[src/rtl/gpio_int_svc.sv]
// GPIO interrupt service engine: polls the GPIO interrupt status over APB,
// clears and releases the serviced (masked) bits, then hands them out as an event.
module gpio_int_svc #(
  parameter logic [31:0] BASE_ADDR = 32'h4000a000,
  parameter int unsigned POLL_DIV  = 16
) (
  input  logic        clk,
  input  logic        rst,
  input  logic        en,
  input  logic [15:0] irq_mask,
  output logic        psel,
  output logic        penable,
  output logic        pwrite,
  output logic [31:0] paddr,
  output logic [31:0] pwdata,
  input  logic [31:0] prdata,
  output logic        evt_valid,
  output logic [15:0] evt_bits,
  input  logic        evt_ready,
  output logic        busy
);

  typedef enum logic [3:0] {
    IDLE, WAIT, RD_S, RD_A, EVAL, CLR_S, CLR_A, REL_S, REL_A, EVT
  } state_t;

  localparam logic [15:0] RELOAD   = 16'(POLL_DIV - 1);
  localparam logic [31:0] STS_ADDR = BASE_ADDR + 32'h0000_002c;
  localparam logic [31:0] CLR_ADDR = BASE_ADDR + 32'h0000_0024;

  state_t      state_r, state_s;
  logic [15:0] cnt_r, cnt_s;
  logic [15:0] pend_r, pend_s;

  logic        psel_s, penable_s, pwrite_s, evt_valid_s, busy_s;
  logic [31:0] paddr_s, pwdata_s;
  logic [15:0] evt_bits_s;

  // Only the low half of the status word carries pin interrupts.
  logic prdata_unused;
  assign prdata_unused = ^prdata[31:16];

  // Next-state, poll counter and pending-bit capture.
  always_comb begin
    state_s = state_r;
    cnt_s   = cnt_r;
    pend_s  = pend_r;
    case (state_r)
      IDLE: begin
        if (en) begin
          state_s = WAIT;
          cnt_s   = RELOAD;
        end else begin
          state_s = IDLE;
        end
      end
      WAIT: begin
        if (!en) begin
          state_s = IDLE;
        end else if (cnt_r == 16'd0) begin
          state_s = RD_S;
        end else begin
          cnt_s = cnt_r - 16'd1;
        end
      end
      RD_S: state_s = RD_A;
      RD_A: begin
        // Mask is sampled here only, so later mask changes never reach the clear write.
        pend_s  = prdata[15:0] & irq_mask;
        state_s = EVAL;
      end
      EVAL: begin
        if (pend_r == 16'd0) begin
          state_s = WAIT;
          cnt_s   = RELOAD;
        end else begin
          state_s = CLR_S;
        end
      end
      CLR_S: state_s = CLR_A;
      CLR_A: state_s = REL_S;
      REL_S: state_s = REL_A;
      REL_A: state_s = EVT;
      EVT: begin
        if (evt_ready) begin
          state_s = WAIT;
          cnt_s   = RELOAD;
        end else begin
          state_s = EVT;
        end
      end
      default: begin
        state_s = IDLE;
        cnt_s   = 16'd0;
        pend_s  = 16'd0;
      end
    endcase
  end

  // Output decode from the upcoming state so that every output is a flop.
  always_comb begin
    psel_s      = 1'b0;
    penable_s   = 1'b0;
    pwrite_s    = 1'b0;
    paddr_s     = 32'h0;
    pwdata_s    = 32'h0;
    evt_valid_s = 1'b0;
    evt_bits_s  = 16'h0;
    busy_s      = 1'b1;
    case (state_s)
      IDLE, WAIT: busy_s = 1'b0;
      RD_S, RD_A: begin
        psel_s    = 1'b1;
        penable_s = (state_s == RD_A);
        paddr_s   = STS_ADDR;
      end
      CLR_S, CLR_A: begin
        psel_s    = 1'b1;
        penable_s = (state_s == CLR_A);
        pwrite_s  = 1'b1;
        paddr_s   = CLR_ADDR;
        pwdata_s  = {16'h0, pend_s};
      end
      REL_S, REL_A: begin
        // Writing zero back re-arms the clear register for new edges.
        psel_s    = 1'b1;
        penable_s = (state_s == REL_A);
        pwrite_s  = 1'b1;
        paddr_s   = CLR_ADDR;
      end
      EVT: begin
        evt_valid_s = 1'b1;
        evt_bits_s  = pend_s;
      end
      EVAL: busy_s = 1'b1;
      default: busy_s = 1'b1;
    endcase
  end

  // State, counter, pending bits and registered outputs.
  always_ff @(posedge clk or posedge rst) begin
    if (rst) begin
      state_r   <= IDLE;
      cnt_r     <= 16'd0;
      pend_r    <= 16'd0;
      psel      <= 1'b0;
      penable   <= 1'b0;
      pwrite    <= 1'b0;
      paddr     <= 32'h0;
      pwdata    <= 32'h0;
      evt_valid <= 1'b0;
      evt_bits  <= 16'h0;
      busy      <= 1'b0;
    end else begin
      state_r   <= state_s;
      cnt_r     <= cnt_s;
      pend_r    <= pend_s;
      psel      <= psel_s;
      penable   <= penable_s;
      pwrite    <= pwrite_s;
      paddr     <= paddr_s;
      pwdata    <= pwdata_s;
      evt_valid <= evt_valid_s;
      evt_bits  <= evt_bits_s;
      busy      <= busy_s;
    end
  end

endmodule

[config.mk]
export PLATFORM = sky130hd
export DESIGN_NAME = gpio_int_svc
export DESIGN_NICKNAME = d
export VERILOG_FILES = /design/src/rtl/gpio_int_svc.sv
export SDC_FILE = /design/constraint.sdc
export NUM_CORES = 1
export LEC_CHECK = 0
export BUFFER_PORTS_ARGS = -buffer_cell sky130_fd_sc_hd__buf_2
export CAP_MARGIN = 20
export CORE_ASPECT_RATIO = 1.1
export CORE_MARGIN = 2
export CORE_UTILIZATION = 52
export CTS_CLUSTER_DIAMETER = 40
export CTS_CLUSTER_SIZE = 14
export DETAILED_ROUTE_END_ITERATION = 10
export HOLD_SLACK_MARGIN = 0.1
export PLACE_DENSITY = 0.86
export SYNTH_ARGS = -nofsm -noshare
export SYNTH_HDL_FRONTEND = slang
export SYNTH_SLANG_ARGS = --single-unit
[constraint.sdc]
create_clock -name clk -period 3.2 [get_ports clk]
set_input_delay 0.16 -clock clk [delete_from_list [all_inputs] [get_ports clk]]
set_output_delay 0.16 -clock clk [all_outputs]
set_load 0.02 [all_outputs]
# Yosys cells after proc, flatten, opt, wreduce, memory -nomap -nowiden

Cells that the tools add are included.

Input bits: 52
Word-level logic and storage cells: 70
Output and inout bits: 85
Register bits after elaboration: 121

Add/sub/neg operators: 1
Equal/unequal tests: 22
Reduce and logical (&&, ||, !) cells: 13
Bitwise operators: 2
Muxes and demuxes: 21

Operator list:

| operator              | number |
|---|---|
| $mux 16               | 7 |
| $pmux 16 s5           | 1 |
| $pmux 31 s2           | 1 |
| $pmux 4 s10           | 1 |
| $logic_not 16->1      | 2 |
| $pmux 16 s2           | 1 |
| $eq 4x3->1 const B    | 7 |
| $and 16x16->16        | 1 |
| $eq 4x2->1 const B    | 4 |
| $eq 4x4->1 const B    | 4 |
| $sub 16x1->16 const B | 1 |
| $mux 4                | 3 |
| $reduce_or 6->1       | 2 |
| $ne 2x2->1 const B    | 5 |
| $reduce_or 9->1       | 1 |
| $eq 4x1->1 const B    | 2 |
| $logic_not 4->1       | 2 |
| $reduce_or 2->1       | 4 |
| $reduce_and 6->1      | 1 |
| $mux 1                | 5 |
| $reduce_or 4->1       | 1 |
| $mux 3                | 1 |
| $pmux 1 s3            | 1 |
| $not 1->1             | 1 |

# Depth between registers and ports, before layout

Gate-level depths: netlist of run 1.

Depth after elaboration: 7
Depth in mapped cells: 8
Mapped depth without buffers: 7

# Least setup slack after synthesis of run 1

No wires, ideal clock.

Path type: register -> register
Start point: reg cnt_r[9]
End point: reg cnt_r[13]
Path buffers: 0
Library setup time: 0.078 ns
Data arrival time: 2.124 ns
Slack: 0.998 ns
Cell stages (with the launch flop): 6
Required time: 3.122 ns
Clock period less this slack: 2.202 ns
Cells stage by stage: dfrtp_1 > or4_4 > or3_4 > or3_1 > or4_1 > a21oi_1

Longest elaborated chain between the ends: 4
Elaborated cells between the ends (all ways): 7
Those cells by class: add/sub (1); eq/ne (1); mux (3); reduce/logical (2)

RTL lines:

| item                     | line | source |
|---|---|---|
| start: declaration       | 32   | `logic [15:0] cnt_r, cnt_s;` |
| start signal: assignment | 156  | `cnt_r <= cnt_s;` |
| $sub 16x1->16            | 63   | `cnt_s = cnt_r - 16'd1;` |
| $mux 16                  | 60   | `end else if (cnt_r == 16'd0) begin` |
| $mux 16                  | 58   | `if (!en) begin` |
| $pmux 16 s5              | 48   | `case (state_r)` |

Several ways; a longest one is shown, not always the timed one. The select of a mux whose other input is x is not followed.
A chain may end at the register's enable or synchronous reset.

# Worst setup path in the final report of run 1

Start point: reg pend_r[1]
End point: reg cnt_r[6]

Longest elaborated chain between the ends: 3

RTL lines:

| item                              | line | source |
|---|---|---|
| start: declaration                | 33   | `logic [15:0] pend_r, pend_s;` |
| start signal: assignment          | 157  | `pend_r <= pend_s;` |
| $logic_not 16->1                  | 73   | `if (pend_r == 16'd0) begin` |
| $ne 2x2->1 (no source line)       | --   |  |
| $reduce_and 6->1 (no source line) | --   |  |

Every way passes these cells.

==> results.cfg, run 1 <==
[route]
wl_per_cell_um = 15.9
ant_nets = 0
viasPerCell = 5.38
drc = 0
drt-initial-drc-count = 217
drt_wl_total_mm = 8.13
vias = 2754
first_pass_iters = 4

[worst_setup_path]
worstSetupPathType = flip-flop to flip-flop
max_stage_delay_ns = 0.57
arrival_ns = 2.86
worstSetupEndpointType = flip-flop
cp_top_family = simple AND/OR/NAND/NOR gates
path_depth = 6
crit_fanout = 13
cp_slowest_cell = a221o_1
r2r_slack_ns = 0.53
crit_path_start_kind = flip-flop
cp_data_required_time_ns = 3.39
path_buf_inv = 1
crit_chain = nor4_1, nand4_1, a221o_1, buf_4, nor2_1, a21oi_1
rr_worst_depth = 6

[pwr]
power_density_nw_per_um2 = 1070
vdd_drop_max_mv = 0.592
power_leakage_uw = 0.00221

[clocking]
cts-root-buf = clkbuf_8
htreeDepth = 3
path_clk_slew_ns = 0.08
clock_path_buffers = 2
clk-insertion-delay-late_ns = 0.35
cts_tree = built
cts_buffers = 9
cts_sinks = 75
post_cts_buffers = 0

[finish]
fill_cells = 510
final_common_cell = buf_2
layout_common_cells = 78 x buf_2, 75 x dfrtp_1, 49 x nor2_1
final_layout_size_suffix_gt1_share_pct = 26.5
stdcell_count = 512
finish.net_count = 479
syn_to_final_growth_pct = 19.0
antennaDiodeCount = 0

[global_routing]
grt_first_pass_wirelength_mm = 12.6
antenna_found_initial = 0
grt_pass1_vias = 2668
grt-ovfl-total = 0
grt_usage_pct = 23.0
grt_max_degree = 52

[sta]
period_needed_ns = 2.67
fin_skew_ns = 0.00702
post-route-period-util_pct = 83.4
worst_pin_slew_ns = 0.652
finalHoldViolCount = 0
rsz0062_at_grt = false
fin_ws_ns = 0.531
slew_headroom_pct = 56.4
fin_tns_setup_ns = 0
slew_violations = 0
max_freq_mhz = 375
setup_violations = 0

[logic_synthesis]
yosys-top-cells-area = dfrtp_1 54%, buf_4 10%, nor2_1 5.3%
synth_cell_types = 47
yosysSeqAreaShare_pct = 54.2
synth_seq_cells = 75
avgSynthCellArea_um2 = 10.2
synth_edf_count = 0
yosys.area.top_type = dfrtp_1
netlist_area_um2 = 3460
postSynthCellCount = 339
synth-async-reset-ratio_pct = 100
yosysTopAreaCellShare_pct = 54.2
ys_warn_count = 0
ys.flop_type = dfrtp_1

[placement]
dp_hpwl_mm = 5.30
post-place-ws_ns = 0.523
gp_congestion = 0.864
dp_cells = 488
placement.io_buffers = 78

[die]
rows = 31
die_x_um = 81.8
initial_core_util_pct = 53.2
die_area_um2 = 7330
core_area_um2 = 6520
pin_count = 137
die_h_um = 89.6

[flow_run]
max_cap_violations = 0

[min_path]
hold_class = primary input to flip-flop
holdPathStages = 3

[status]
status = complete, no violations
state kept, by name, indices dropped and copies added, names as in the netlist, 2 cells and up:
name,flops
cnt_r,16
pwdata,16
paddr,2
evt_bits,16
state_r,4
pend_r,16
routing by layer:
layer | wire length (um) | share of wire, % | vias up | global-route usage (%)
met3 | 587 | 7.2 | 13 | 5.50
met2 | 4360 | 54 | 113 | 39.5
met5 | 0 | 0 | - | 0
li1 | - | - | 1265 | -
met4 | 139 | 1.7 | 0 | 10.3
met1 | 3040 | 37 | 1363 | 27.6
final cells by class:
| cell class | instances | area (um2) | area share (%) |
|---|---|---|---|
| sequential | 75 | 1880 | 45.5 |
| clock inverter | 6 | 138 | 3.34 |
| inverter | 23 | 86.3 | 2.09 |
| multi-input combinational | 222 | 1250 | 30.4 |
| tap | 82 | 103 | 2.49 |
| clock buffer | 9 | 124 | 3.00 |
| timing repair buffer | 95 | 541 | 13.1 |
Yosys cell counts, drive strengths merged (3+ instances only):
cell    number
a21o         4
a21oi       13
a32oi       16
buf         48
clkbuf      12
dfrtp       75
inv         23
mux2i        3
nand2       10
nand2b       4
nand3        3
nor2        49
nor2b        4
nor3         3
nor4         5
nor4b        3
o21ai       11
o31ai        8
or2          5
or3          4
or4          9
final timing paths:
check | startpoint | end
setup / recovery | pend_r[1] | cnt_r[6]
hold / removal | prdata[7] | pend_r[7]
setup reg to reg | pend_r[1] | cnt_r[6]
hold reg to reg | pend_r[7] | pend_r[7]
max in group asynchronous | rst | cnt_r[10]
min in group asynchronous | rst | evt_bits[7]
cells by family (layout without fill, tap and decap cells):
logic type	after synthesis	in the layout	synth area share [%]
flops	75	75	54.2
buf+inv	83	133	14.0
simple gates	105	105	15.6
xor+xnor	1	1	0.253
compound gates	68	68	13.9
other cells	1	42	0.108
mux	5	5	1.52
fa+ha+maj	1	1	0.361
power breakdown:
part / internal, uW / switching (uW)
clock: 597 / 351
sequential: 1220 / 232
combinational: 757 / 1270
total: 2570 / 1860
metrics by stage:
stage / power [uW] / utilization (%) / instance area [um2] / hold slack [ns]
final: 4430 / 63.3 / 4120 / 0.113
after global routing: 4700 / 63.3 / 4120 / 0.129
after CTS: 4420 / 63.3 / 4120 / 0.101
after detailed placement: 3420 / 57.9 / 3770 / 0.215
after global placement: 3320 / 57.9 / 3770 / 0.204
after floorplan: 2920 / - / 3620 / 0.342
worst register-to-register path, delay by kind of cell, from the launching register on:
kind | cells | cell delay (ns)
AND/OR/NAND/NOR | 3 | 1.21
AO/OA/AOI/OAI | 2 | 0.66
flip-flops | 1 | 0.39
buffers and inverters | 1 | 0.26
what timing repair did:
| action | 4_1_cts | 5_1_grt |
|---|---|---|
| setup endpoints to repair | 0 | 0 |
| hold buffers | 9 | 0 |
| resized for setup | 0 | 0 |
| endpoints found under the hold margin | 30 | 0 |
No activity file was read; power rests on OpenSTA's default activity.
==> run 2, diff against run 1 <==
Settings changed: ABC_AREA set to 1, CORE_UTILIZATION 52 to 50, PLACE_DENSITY 0.86 to 0.81.
Clock period 3.2 ns to 2.55 ns, I/O delays scaled along.
==> run 2 against run 1 <==
Maximum frequency grew 16%. Combinational power grew 33%. Power is 20% higher. Cell count grew 30%. First-iteration DRC count increased by 7.4%. Largest cell class unchanged. Via count up 18%. Non-clock buffer count rose by 5. Sequential share of layout area down 3.3 points.
==> results.cfg, run 2 <==
[sta]
slew_violations = 0
post-route-period-util_pct = 90.3
fin_skew_ns = 0.00904
fin_tns_setup_ns = 0
rsz0062_at_grt = false
fin_ws_ns = 0.248
setup_violations = 0
period_needed_ns = 2.30
worst_pin_slew_ns = 0.730
max_freq_mhz = 434
finalHoldViolCount = 0
slew_headroom_pct = 51.2

[logic_synthesis]
yosys.area.top_type = dfrtp_1
netlist_area_um2 = 3790
yosys-top-cells-area = dfrtp_1 50%, nand2_1 13%, buf_4 9.3%
synth.cells.most_frequent = 127 x nand2_1, 75 x dfrtp_1, 64 x inv_1
ys.flop_type = dfrtp_1
postSynthCellCount = 475
avgSynthCellArea_um2 = 7.97
yosysTopAreaCellShare_pct = 49.6
synth_edf_count = 0
synth.most_common_cell = nand2_1
synth_cell_types = 29
synth_seq_cells = 75
synth-async-reset-ratio_pct = 100
yosysSeqAreaShare_pct = 49.6
ys_warn_count = 0

[placement]
dpl_cell_area_um2 = 4060
gp_congestion = 0.967
placement.io_buffers = 78
post-place-ws_ns = 0.726
dp_hpwl_mm = 5.55

[route]
viasPerCell = 4.87
drt_wl_total_mm = 9.03
drt-initial-drc-count = 233
vias = 3244
first_pass_iters = 5
drc = 0
ant_nets = 0
wl_per_cell_um = 13.6

[die]
rows = 33
pin_count = 137
die_x_um = 87.0
core_area_um2 = 7390
die_area_um2 = 8290
initial_core_util_pct = 51.2
die_h_um = 95.3

[clocking]
clk-insertion-delay-late_ns = 0.36
cts_buffers = 9
cts-root-buf = clkbuf_8
path_clk_slew_ns = 0.08
clock_path_buffers = 2
htreeDepth = 3
cts_sinks = 75
cts_tree = built
post_cts_buffers = 0

[finish]
regArea_um2 = 1880
multi_input_area_um2 = 1430
antennaDiodeCount = 0
final_layout_size_suffix_gt1_share_pct = 18.3
final_common_cell = nand2_1
fin_util_pct = 60.1
fill_cells = 592
layout_common_cells = 127 x nand2_1, 78 x buf_2, 75 x dfrtp_1
final_area_um2 = 4450
finish.net_count = 627
syn_to_final_growth_pct = 17.4

[pwr]
vdd_drop_max_mv = 0.656
power_leakage_uw = 0.00264
total_power_uw = 5300
power_density_nw_per_um2 = 1190

[global_routing]
grt_usage_pct = 23.0
grt_max_degree = 76
grt_pass1_vias = 3217
grt_first_pass_wirelength_mm = 14.6
antenna_found_initial = 0
grt-ovfl-total = 0

[worst_setup_path]
cp_data_required_time_ns = 2.85
crit_path_start_kind = flip-flop
crit_fanout = 17
worstSetupPathType = flip-flop to flip-flop
r2r_slack_ns = 0.25
worstSetupEndpointType = flip-flop
arrival_ns = 2.60

[min_path]
hold_class = primary input to flip-flop

[flow_run]
max_cap_violations = 0

[status]
status = complete, no violations
[run 2: cells by family after synthesis]
| family | synth area share, % |
|---|---|
| xor gates and xnor gates | 0.925 |
| buffers and inverters | 16.9 |
| other | 0.0990 |
| adders and majority gates | 0.330 |
| and+or+nand+nor | 28.6 |
| DFF | 49.6 |
| AOI/OAI and AO/OA | 3.64 |
[run 2: timing repair]
item	in CTS	in global routing
hold buffers	21	0
endpoints found under the hold margin	85	0
setup endpoints to repair	0	1
resized for setup	0	1
[run 2: per-stage QoR]
step                      hold WS, ns  instances
final                           0.105        666
after global routing            0.146        666
after CTS                       0.102        666
after detailed placement        0.244        629
after global placement          0.239        629
after floorplan                 0.303        516
[run 2: final cells by class]
| type | instances | share of cell area [%] |
|---|---|---|
| Sequential cell | 75 | 42.2 |
| Multi-Input combinational cell | 323 | 32.1 |
| Timing Repair Buffer | 100 | 14.0 |
| Inverter | 65 | 5.49 |
| Clock buffer | 10 | 2.87 |
| Tap cell | 87 | 2.45 |
| Clock inverter | 6 | 0.929 |
[run 2: power breakdown]
part	switching [uW]	total, uW	internal (uW)	leakage (uW)
logic	1860	2700	838	0.00155
registers	269	1800	1530	0.00101
clock network	447	800	353	0.0000787
total	2580	5300	2720	0.00264
[run 2: path summary, 6_finish.rpt]
check                           cells past startpoint          end   startpoint
worst max register to register                      8  evt_bits[8]   state_r[3]
max in group asynchronous                           4    pend_r[3]          rst
min in group asynchronous                           4   pwdata[11]          rst
worst min register to register                      2     cnt_r[1]     cnt_r[1]
worst min-delay path                                3    pend_r[9]  irq_mask[9]
worst max-delay path                                8  evt_bits[8]   state_r[3]
[run 2: worst max-delay path, cell delays in order, from the launching register on]
cell and delay (ns):
dfrtp_1 0.46, nor2_2 0.26, nand2_2 0.11, inv_2 0.27, nand3_1 0.13, dlygate4sd3_1 0.60
o21ai_0 0.18, nand2_1 0.14, inv_1 0.10
[run 2: layer usage]
layer	global-route usage [%]	vias to the layer above	wire (um)
li1	-	1558	-
met1	25.2	1553	3420
met2	41.9	110	4900
met3	4.33	23	463
met4	12.0	0	246
met5	0	-	0
